<file path="src/rtl/idft_conj_seq.sv">
// ---------------------------------------------------------------------------
// idft_conj_seq
//   Sequencer for the conjugate-trick inverse DFT:
//     IDFT(x) = conj(DFT(conj(x))) / N
//   It owns the shared complex sample RAM (IEEE-754 single precision, with
//   separate real and imaginary words) that sits around an external DFT engine.
//   Inverse request: conjugate the buffer in place, run the DFT, then
//   conjugate and scale the result in place.
//   Forward request: start the DFT engine and relay its completion.
//
// Ports
//   clk, rst                  clock; synchronous active-high reset
//   start, inverse            request pulse (sampled in IDLE only) and mode
//   busy, done                sequence in flight / one-cycle completion pulse
//   mem_addr, mem_rd_en,
//   mem_wr_en, mem_wdata_r/i  RAM port (read data returns one cycle later)
//   mem_rdata_r/i             RAM read data
//   dft_start, dft_done       handshake with the DFT engine
// ---------------------------------------------------------------------------
module idft_conj_seq #(
  parameter int LOG2N = 3,
  parameter bit SCALE = 1'b1
) (
  input  logic             clk,
  input  logic             rst,
  input  logic             start,
  input  logic             inverse,
  output logic             busy,
  output logic             done,
  output logic [LOG2N-1:0] mem_addr,
  output logic             mem_rd_en,
  output logic             mem_wr_en,
  output logic [31:0]      mem_wdata_r,
  output logic [31:0]      mem_wdata_i,
  input  logic [31:0]      mem_rdata_r,
  input  logic [31:0]      mem_rdata_i,
  output logic             dft_start,
  input  logic             dft_done
);

  // Dividing by N = 2**LOG2N amounts to subtracting LOG2N from the exponent.
  localparam logic [7:0] EXP_SHIFT = 8'(LOG2N);

  typedef enum logic [2:0] {
    S_IDLE, S_PRE_RD, S_PRE_WR, S_RUN, S_WAIT, S_POST_RD, S_POST_WR, S_FIN
  } state_e;

  state_e           state_q, state_d;
  logic [LOG2N-1:0] k_q, k_d;      // sample counter
  logic             inv_q, inv_d;  // mode captured together with start

  // Negate the imaginary part, folding -0 into +0 so that -0 is never emitted.
  function automatic logic [31:0] conj_im(input logic [31:0] w);
    conj_im = (w[30:0] == 31'd0) ? 32'h0 : {~w[31], w[30:0]};
  endfunction

  // Divide by N: Inf/NaN pass through unchanged; a result that would
  // underflow (including zero and denormal inputs) is flushed to +0.
  function automatic logic [31:0] scale_word(input logic [31:0] w);
    logic [7:0] e;
    e = w[30:23];
    if (e == 8'hFF)           scale_word = w;
    else if (e <= EXP_SHIFT)  scale_word = 32'h0;
    else                      scale_word = {w[31], e - EXP_SHIFT, w[22:0]};
  endfunction

  function automatic logic [31:0] post_word(input logic [31:0] w);
    post_word = SCALE ? scale_word(w) : w;
  endfunction

  // NOTE: combinational block with every output and next-state given a default
  // first, so that no path through the case statement can infer a latch.
  always_comb begin
    state_d     = state_q;
    k_d         = k_q;
    inv_d       = inv_q;
    busy        = (state_q != S_IDLE);
    done        = 1'b0;
    mem_addr    = '0;
    mem_rd_en   = 1'b0;
    mem_wr_en   = 1'b0;
    mem_wdata_r = 32'h0;
    mem_wdata_i = 32'h0;
    dft_start   = 1'b0;

    case (state_q)
      S_IDLE: begin
        if (start) begin
          inv_d   = inverse;
          k_d     = '0;
          state_d = inverse ? S_PRE_RD : S_RUN;
        end
      end
      S_PRE_RD: begin
        mem_rd_en = 1'b1;
        mem_addr  = k_q;
        state_d   = S_PRE_WR;
      end
      S_PRE_WR: begin
        // Gated by rst so that a write in flight when reset arrives is dropped.
        mem_wr_en   = ~rst;
        mem_addr    = k_q;
        mem_wdata_r = mem_rdata_r;
        mem_wdata_i = conj_im(mem_rdata_i);
        if (&k_q) begin
          k_d     = '0;
          state_d = S_RUN;
        end else begin
          k_d     = k_q + LOG2N'(1);
          state_d = S_PRE_RD;
        end
      end
      S_RUN: begin
        dft_start = 1'b1;
        state_d   = S_WAIT;
      end
      S_WAIT: begin
        if (dft_done) state_d = inv_q ? S_POST_RD : S_FIN;
      end
      S_POST_RD: begin
        mem_rd_en = 1'b1;
        mem_addr  = k_q;
        state_d   = S_POST_WR;
      end
      S_POST_WR: begin
        mem_wr_en   = ~rst;
        mem_addr    = k_q;
        mem_wdata_r = post_word(mem_rdata_r);
        mem_wdata_i = post_word(conj_im(mem_rdata_i));
        if (&k_q) begin
          k_d     = '0;
          state_d = S_FIN;
        end else begin
          k_d     = k_q + LOG2N'(1);
          state_d = S_POST_RD;
        end
      end
      S_FIN: begin
        done    = 1'b1;
        state_d = S_IDLE;
      end
      default: state_d = S_IDLE;
    endcase
  end

  // NOTE: sequential state uses non-blocking assignments only, so every flop
  // samples the values from before the clock edge.
  always_ff @(posedge clk) begin
    if (rst) begin
      state_q <= S_IDLE;
      k_q     <= '0;
      inv_q   <= 1'b0;
    end else begin
      state_q <= state_d;
      k_q     <= k_d;
      inv_q   <= inv_d;
    end
  end

endmodule

</file>
<file path="config.mk">
export PLATFORM = sky130hd
export DESIGN_NAME = idft_conj_seq
export DESIGN_NICKNAME = d
export VERILOG_FILES = /design/src/rtl/idft_conj_seq.sv
export SDC_FILE = /design/constraint.sdc
export NUM_CORES = 1
export LEC_CHECK = 0
export CAP_MARGIN = 20
export CORE_MARGIN = 4
export CORE_UTILIZATION = 33
export CTS_CLUSTER_DIAMETER = 120
export DETAILED_ROUTE_END_ITERATION = 10
export GPL_ROUTABILITY_DRIVEN = 0
export PLACE_DENSITY = 0.95
export REMOVE_ABC_BUFFERS = 1
export SYNTH_ARGS = -nofsm -noshare
export SYNTH_HDL_FRONTEND = slang
export SYNTH_SLANG_ARGS = --single-unit
</file>
<file path="constraint.sdc">
create_clock -name clk -period 2.7 [get_ports clk]
set_input_delay 0.54 -clock clk [delete_from_list [all_inputs] [get_ports clk]]
set_output_delay 0.54 -clock clk [all_outputs]
set_load 0.1 [all_outputs]
</file>
==> results.txt, run 1 <==
- Run status: aborted with a tool error
- Last stage the flow got to: global routing (5_1_grt)
* Error: [ERROR DPL-0038] Utilization greater than 100%, impossible to legalize
- Dividing the synthesized area by the synthesized cell count gives 7.232 sq um.
- Measured along the y axis, the die boundary spans 74.21 um.
* Quantity of hold-fixing buffers added after cts: 0
* Share of the yosys chip area belonging to registers: 9.689%
- Before CTS, the worst setup slack after placement is -0.2912 ns.
* Most common cell in the synthesized netlist: sky130_fd_sc_hd__and2_1
- Most used flip-flop cell after synthesis: sky130_fd_sc_hd__dfxtp_1
- Count of state elements after synthesis: 7
- Library cell used as clock root buffer: sky130_fd_sc_hd__clkbuf_8
- Overall die width: 74.21 um
* Fraction of post-synthesis cell area in the top cell type by area: 13.41%
- No sink is reached through more buffers than the 2 on the longest clock path.
- Number of distinct standard cells referenced by the synthesized netlist: 44
- During I/O placement, the number of pins put on the boundary was 141.
* Main area contributors after synthesis: sky130_fd_sc_hd__and2_1 (13%), sky130_fd_sc_hd__and2_4 (12%), sky130_fd_sc_hd__dfxtp_1 (9.7%), sky130_fd_sc_hd__ha_1 (7.8%), sky130_fd_sc_hd__nor2_1 (4.7%)
* HPWL Detailed: 7.514 mm
* Number of clock sinks: 7
- Pin count of the biggest net entering global routing: 14
- Inserted Clock Buffers: 3
* Syn Inst Count: 200
- Number of enable-type register cells in the synthesized netlist: 0
- After the last repair the worst path ends at an output port.
* Area leader, netlist: sky130_fd_sc_hd__and2_1
- Of all flip-flops after synthesis, the portion carrying an async set or reset was 0%.
* Starting density of the core: 35.15%
- Critical endpoint after global-route timing repair: mem_wdata_r[21]
* Number of rows created at floorplan: 23
* YS warnings: 0
* Ranking of synthesized cells by instance count: sky130_fd_sc_hd__and2_1 (31), sky130_fd_sc_hd__and2_4 (20), sky130_fd_sc_hd__nor2_1 (18)
- CTS built an H-tree with a depth of 1.
- The cell area that synthesis handed to floorplanning was 0.001446 sq mm.
- Port buffering added 140 buffers.
-- stage by stage --
| stage | cell area, sq um | TNS, ns | std cells |
|---|---|---|---|
| 3_5_place_dp | 3695 | -8.826 | 407 |
| 4_1_cts | 3918 | -0.7265 | 417 |
| 3_3_place_gp | 3695 | -4.529 | 407 |
| 2_1_floorplan | 1388 | -9.043 | 189 |
-- cells by family after synthesis --
| group | synth area share [%] |
|---|---|
| compound gates | 20.42 |
| xor+xnor | 1.211 |
| fa+ha+maj | 7.786 |
| buf+inv | 5.622 |
| flops | 9.688 |
| mux | 4.152 |
| simple gates | 51.12 |
-- repair_timing --
action | in CTS
pin swaps | 13
gates cloned | 2
setup buffers | 4
endpoints found under the setup margin | 60
endpoints found under the hold margin | 0
resized for setup | 40
==> run 2: changes to the inputs <==
Settings changed: CORE_UTILIZATION 33 to 30, CTS_CLUSTER_DIAMETER 120 to default, PLACE_DENSITY 0.95 to default, PLACE_DENSITY_LB_ADDON from default to 0.15.
==> results.txt, run 2 <==
* Run status: finished, violations left
- The checks that failed: setup timing.
* Area leader, netlist: sky130_fd_sc_hd__and2_1
- Overall die width: 77.44 um (+4.4%)
* Power per standard cell area: 912.5 mW/mm^2
- After floorplanning, the core was sized to cover 0.004504 sq mm.
- The portion of synthesized cell area occupied by the leading cell type was 13.41% (unchanged).
- Sw Ratio: 61.69%
* Data arrival at the endpoint of the critical path: 2.30 ns
- Count of state elements after synthesis: 7 (unchanged)
- The design draws 3693 uW.
* Drc violations: 0
- The first detailed-routing pass ran for 4 iterations.
- Clock-pin slew was measured on the worst setup and hold paths at 0.04 ns.
* Share of synthesized flip-flops with an asynchronous set or reset: 0% (unchanged)
- Die ar.: 0.005996 sq mm
* Most common library cell in the layout ignoring fill and taps: sky130_fd_sc_hd__buf_12
* Count of port buffers added during placement: 140 (unchanged)
- STA puts the critical path data required time at 2.16 ns.
- The number of cell rows was 24 (+4.3%).
- Final critical delay including setup and external delays: 2.840 ns
- The quantity of hold-fixing buffers added after cts is 0 (unchanged).
- The analysis attributes to cell leakage a power of 0.001713 uW.
- The post-synthesis instance area came to 0.001446 sq mm (unchanged).
* Starting density of the core: 32.11% (-3.0 points)
- Max Clk Rate: 0.3522 GHz
- The HPWL after detailed placement came to 6.596 mm (-12%).
* CP Launch Type: input pin
- Vias per inst: 5.637
* Library cell used as clock root buffer: sky130_fd_sc_hd__clkbuf_8
* Max-slew headroom at the worst pin: 67.84%
* Transition time at the pin with the least slew margin: 0.4795 ns
- The internal power of the cells totals 1414 uW.
* Post-detailed-routing wire length: 10.30 mm
- Dpl cell area: 0.003747 sq mm (+1.4%)
- Maximum fanout count along the critical path: 4
- After routing, the total negative slack on setup checks comes to -0.2903 ns.
* Most used flip-flop cell after synthesis: sky130_fd_sc_hd__dfxtp_1
- The clock reaches the later pin of the worst-skew pair after 0.23 ns.
- Setup-failing EPs final: 7
- Number of maximum-capacitance violations: 0
- Fin cells: 427
- The count of flip-flops with a built-in enable after synthesis came to 0 (unchanged).
* Type of destination of the critical path: output pin
- The count of placed standard cells including taps was 414 (+1.7%).
- Top Registers: k_q (3), state_q (3), inv_q (1)
- Total vias in the final route: 2,407
- In the final design database the tool counted 453 nets.
* Ranking of synthesized cells by instance count: sky130_fd_sc_hd__and2_1 (31), sky130_fd_sc_hd__and2_4 (20), sky130_fd_sc_hd__nor2_1 (18)
- Most common cell in the synthesized netlist: sky130_fd_sc_hd__and2_1
* Inserted Clock Buffers: 3 (unchanged)
- Share of the cycle needed by the critical path after routing: 105.2%
- The count of different cell masters after synthesis was 44 (unchanged).
- Summed over all nets, the switching power comes to 2278 uW.
- Classification of the worst setup path: input pin to output pin
- TritonCTS built the clock tree.
* Number of H-tree levels: 1 (unchanged)
- Antenna violations before repair: 1
- Fraction of final layout cells sized beyond drive strength 1: 45.72%
* Number of max-slew violations in the final report: 0
- Number of clock sinks: 7 (unchanged)
* Mean area per synthesized cell: 7.232 sq um (unchanged)
- Layout-stage area growth over the synthesis result: 179.8%
- Proportion of power drawn by flip-flops and latches: 4.2%
- The largest buffer count on any clock path is 2 (unchanged).
* Main area contributors after synthesis: sky130_fd_sc_hd__and2_1 (13%), sky130_fd_sc_hd__and2_4 (12%), sky130_fd_sc_hd__dfxtp_1 (9.7%), sky130_fd_sc_hd__ha_1 (7.8%), sky130_fd_sc_hd__nor2_1 (4.7%)
- The proportion of synthesized chip area in sequential cells is 9.689% (unchanged).
* Vias in the first global route: 2,149
- The height of the die was 77.44 um (+4.4%).
- Number of hold-slack violations in the final timing report: 0
* Clock network fraction of design power: 4.1%
* Leading cell types in the layout, fill and taps excluded: sky130_fd_sc_hd__buf_12 (65), sky130_fd_sc_hd__clkdlybuf4s50_1 (55), sky130_fd_sc_hd__buf_4 (46)
- Post-route cell area: 0.004046 sq mm
- Syn Inst Count: 200 (unchanged)
- YS warnings: 0 (unchanged)
* Remaining Overflow, GRT: 0
* Final routed wire length divided by cell count: 24.11 um
- The I/O pin count is 141 (unchanged).
* Setup WS post-layout: -0.1396 ns
- Total GRT Usage: 25.17%
- Global-route wire length before repair: 12.08 mm
* Initial DRC count: 219
- Clk_skew: 0.002206 ns
* Pin count of the biggest net entering global routing: 25
- Combinational cells account for 91.7% of the total power.
* Maximum vdd drop: 0.8519 mV
- In this run the remaining antenna-violating nets after routing total 0.
- Path category of the worst min-delay check: register to register
[run 2: cell type report]
| cell class | count | area, sq um |
|---|---|---|
| Clock buffer | 4 | 45.04 |
| Inverter | 6 | 26.28 |
| Tap cell | 52 | 65.06 |
| Fill cell | 179 | 457.9 |
| Multi-Input combinational cell | 177 | 1409 |
| Sequential cell | 7 | 140.1 |
| Antenna cell | 1 | 2.502 |
| Timing Repair Buffer | 180 | 2359 |
[run 2: timing repair]
| action | in CTS | in global routing |
|---|---|---|
| cloned | 0 | 1 |
| setup buffers | 0 | 7 |
| resized for setup | 25 | 27 |
| pin swaps | 5 | 12 |
| endpoints found under the setup margin | 37 | 40 |
[run 2: metal layers]
layer	part of all wire, %	vias to the layer above	wire, um	GRT usage, %
met5	0.12	-	12	0
met4	4.0	2	416	4.270
met3	8.6	42	890	2.778
met2	51	159	5240	46.98
met1	36	1150	3737	31.30
li1	-	1054	-	-
[run 2: critical path, cell delays in order]
cell                              delay (ns)
sky130_fd_sc_hd__clkdlybuf4s50_1        0.44
sky130_fd_sc_hd__buf_4                  0.17
sky130_fd_sc_hd__nor4_1                 0.32
sky130_fd_sc_hd__nand4_1                0.20
sky130_fd_sc_hd__nor3_1                 0.31
sky130_fd_sc_hd__nor3b_2                0.12
sky130_fd_sc_hd__buf_12                 0.18
[run 2: kinds of logic after synthesis]
kind of cell / after synthesis / share of synthesized area, %
and+or+nand+nor: 117 / 51.12
xor gates and xnor gates: 2 / 1.211
adders and majority gates: 9 / 7.786
DFF: 7 / 9.688
AOI/OAI and AO/OA: 42 / 20.42
buffers and inverters: 17 / 5.622
muxes: 6 / 4.152
[run 2: power groups by stage]
stage          logic, uW  registers [uW]  clock network, uW
2_1_floorplan       1980             154                  0
3_3_place_gp        3190             152                  0
3_5_place_dp        3220             154                  0
4_1_cts             3260             152                150
5_1_grt             3470             160                157
6_report            3390             157                150
[run 2: through the flow]
stage / utilization [%] / setup slack (ns) / hold slack (ns)
after CTS: 86.00 / -0.03047 / 0.5169
after global routing: 89.78 / -0.09502 / 0.5579
after floorplan: - / -1.107 / 0.4579
final: 89.83 / -0.1396 / 0.5124
after detailed placement: 83.19 / -0.1842 / 0.5076
after global placement: 83.19 / -0.1753 / 0.4776
[run 2: final timing paths]
kind	start	end	slack, ns	cells past startpoint
worst min-delay path	inv_q	inv_q	0.51	2
worst max-delay path	mem_rdata_i[23]	mem_wdata_i[31]	-0.14	7
worst max register to register	state_q[2]	k_q[0]	0.90	5
worst min register to register	inv_q	inv_q	0.51	2
(Power assumes the default switching activity.)
==> edit (config.mk and constraints of run 2) <==
The 8 states of `state_e` get a one-hot encoding in 8 bits.
--- a/src/rtl/idft_conj_seq.sv
+++ b/src/rtl/idft_conj_seq.sv
@@ -43,4 +43,4 @@
 
-  typedef enum logic [2:0] {
-    S_IDLE, S_PRE_RD, S_PRE_WR, S_RUN, S_WAIT, S_POST_RD, S_POST_WR, S_FIN
+  typedef enum logic [7:0] {
+    S_IDLE = 8'b00000001, S_PRE_RD = 8'b00000010, S_PRE_WR = 8'b00000100, S_RUN = 8'b00001000, S_WAIT = 8'b00010000, S_POST_RD = 8'b00100000, S_POST_WR = 8'b01000000, S_FIN = 8'b10000000
   } state_e;
Check against the original RTL: same outputs for any inputs over 10 cycles, from zero or initial values and one cycle with rst high; not proved beyond that.
==> edit against run 2 <==
  * The flow still finishes with violations (setup timing)
  * Sequential cell count rose by 5
  * Setup slack worse by 0.14 ns
  * Global-route usage up 6.4 points
  * Utilization rose by 5.8 points
  * Critical path depth stayed put
  * Design area increased by 22%
  * Routed wire length grew 39%
  * Area after synthesis up 11%
  * Critical endpoint is now mem_wdata_r[26]
Power is left out: it rests on default switching activity, and per cell area and clock period it moved more than threefold.
==> edit: results (changes against run 2) <==
Final setup viols 52 (was 7); Synth Area in XOR/XNOR 0.01641 (was 0.01211); worst-path cell with the longest stage delay or4_4 (was clkdlybuf4s50_1); global-route wire length before repair 15900 µm (was 12080 µm); CP delay by family, top simple AND/OR/NAND/NOR gates (unchanged); largest net degree at the start of global routing 26 (was 25); CTS root buf clkbuf_8 (unchanged); clock-pin slew on the worst setup and hold paths 0.05 ns; Detailed Place HPWL 6768 µm (was 6596 µm); post_cts resized 89 (was 25); mux cell area share after synthesis 0.006250 (was 0.04152); syn avg cell area 7.024 µm² (was 7.232 µm²); placed insts 467 (was 414); Setup Buffers After CTS 10 (was 0); layout cells sized above 1 0.5564 (was 0.4572); fillers 100 (was 179); Layout area overhead 207.0% (was 179.8%); placed inst area 4096 µm² (was 3747 µm²); run status finished, violations left (unchanged); clk buf depth 2 (unchanged); Clock Latency Late Sink between 0.2 and 0.25 ns; met3 WL 1597 µm (was 890 µm); Max stage delay on crit path 0.48 ns (was 0.44 ns); DR top layer met4 (was met5); drt pass-1 iters 6 (was 4); GR Util met1 0.3200 (was 0.3130); adder-cell share of the synthesized area 0.02344 (was 0.07785); Most used DFF post-synth dfxtp_1 (unchanged); Worst Skew 0.0009466 ns (was 0.002206 ns); Hold/Removal Path Class reg -> reg (unchanged); Synth cell types 52 (was 44); Worst slew margin 0.5987 (was 0.6784); Synth top cells by count nor2b_1 (48), nor2_1 (16), dfxtp_1 (12), nand3_1 (12), o21ai_0 (11) (was and2_1 (31), and2_4 (20), nor2_1 (18)); Avg WL per Cell 29.40 µm (was 24.11 µm); GRT met3 Usage 0.06541 (was 0.02778); CP arrival 2.43 ns (was 2.30 ns); number of global-route vias before repair 2974 (was 2149); YS warnings 0 (unchanged); wl on met1 4247 µm (was 3737 µm); CP max FO 4 (unchanged); Iter 0 DRT Violations 394 (was 219); register area share after synthesis 0.1500 (was 0.09689); failing checks setup timing (unchanged); met2 global-route usage 0.6174 (was 0.4698); largest family of logic cells by synthesized area simple AND/OR/NAND/NOR gates (unchanged); PnR worst setup slack -0.2746 ns (was -0.1396 ns); IO Port Bufs 140 (unchanged); routed vias/inst 6.578 (was 5.637); met2 wire length 6936 µm (was 5240 µm); Tot GR Track Use 0.3153 (was 0.2517); top cells by area, synth nor2b_1 (19%), dfxtp_1 (15%), nand3_1 (3.8%) (was and2_1 (13%), and2_4 (12%), dfxtp_1 (9.7%)); final non-filler cell total 488 (was 427); Placement Setup Slack -0.5126 ns (was -0.1842 ns); setup_tns -6.565 ns (was -0.2903 ns); CTS buffer count 3 (unchanged); biggest regs state_q: 8 flops, k_q: 3 flops, inv_q: 1 flops (was k_q: 3 flops, state_q: 3 flops, inv_q: 1 flops); FFs w/ async S/R, synth 0 (unchanged); Synth Area in Compound Gates 0.2305 (was 0.2042)
-- edit: cell count changes after synthesis, sizes merged, moves of 6 or more --
cell and delta:
and2 -46, a21oi -10, nand3 +7, nor2b +47, ha -6
-- edit: worst paths after layout --
kind / from / end / slack [ns] / depth (start not counted)
worst max-delay path: mem_rdata_r[27] / mem_wdata_r[26] / -0.27 / 7
worst min-delay path: k_q[1] / k_q[1] / 0.59 / 2
worst max register to register: state_q[2] / state_q[3] / 0.43 / 4
worst min register to register: k_q[1] / k_q[1] / 0.59 / 2
-- edit: layout make-up --
type	count	area (µm²)	area share
Timing Repair Buffer	202	2739	0.5570
Inverter	3	11.26	0.002290
Clock buffer	3	41.29	0.008397
Antenna cell	1	2.502	0.0005089
Sequential cell	12	241.5	0.04911
Tap cell	70	87.58	0.01781
Multi-Input combinational cell	197	1794	0.3649
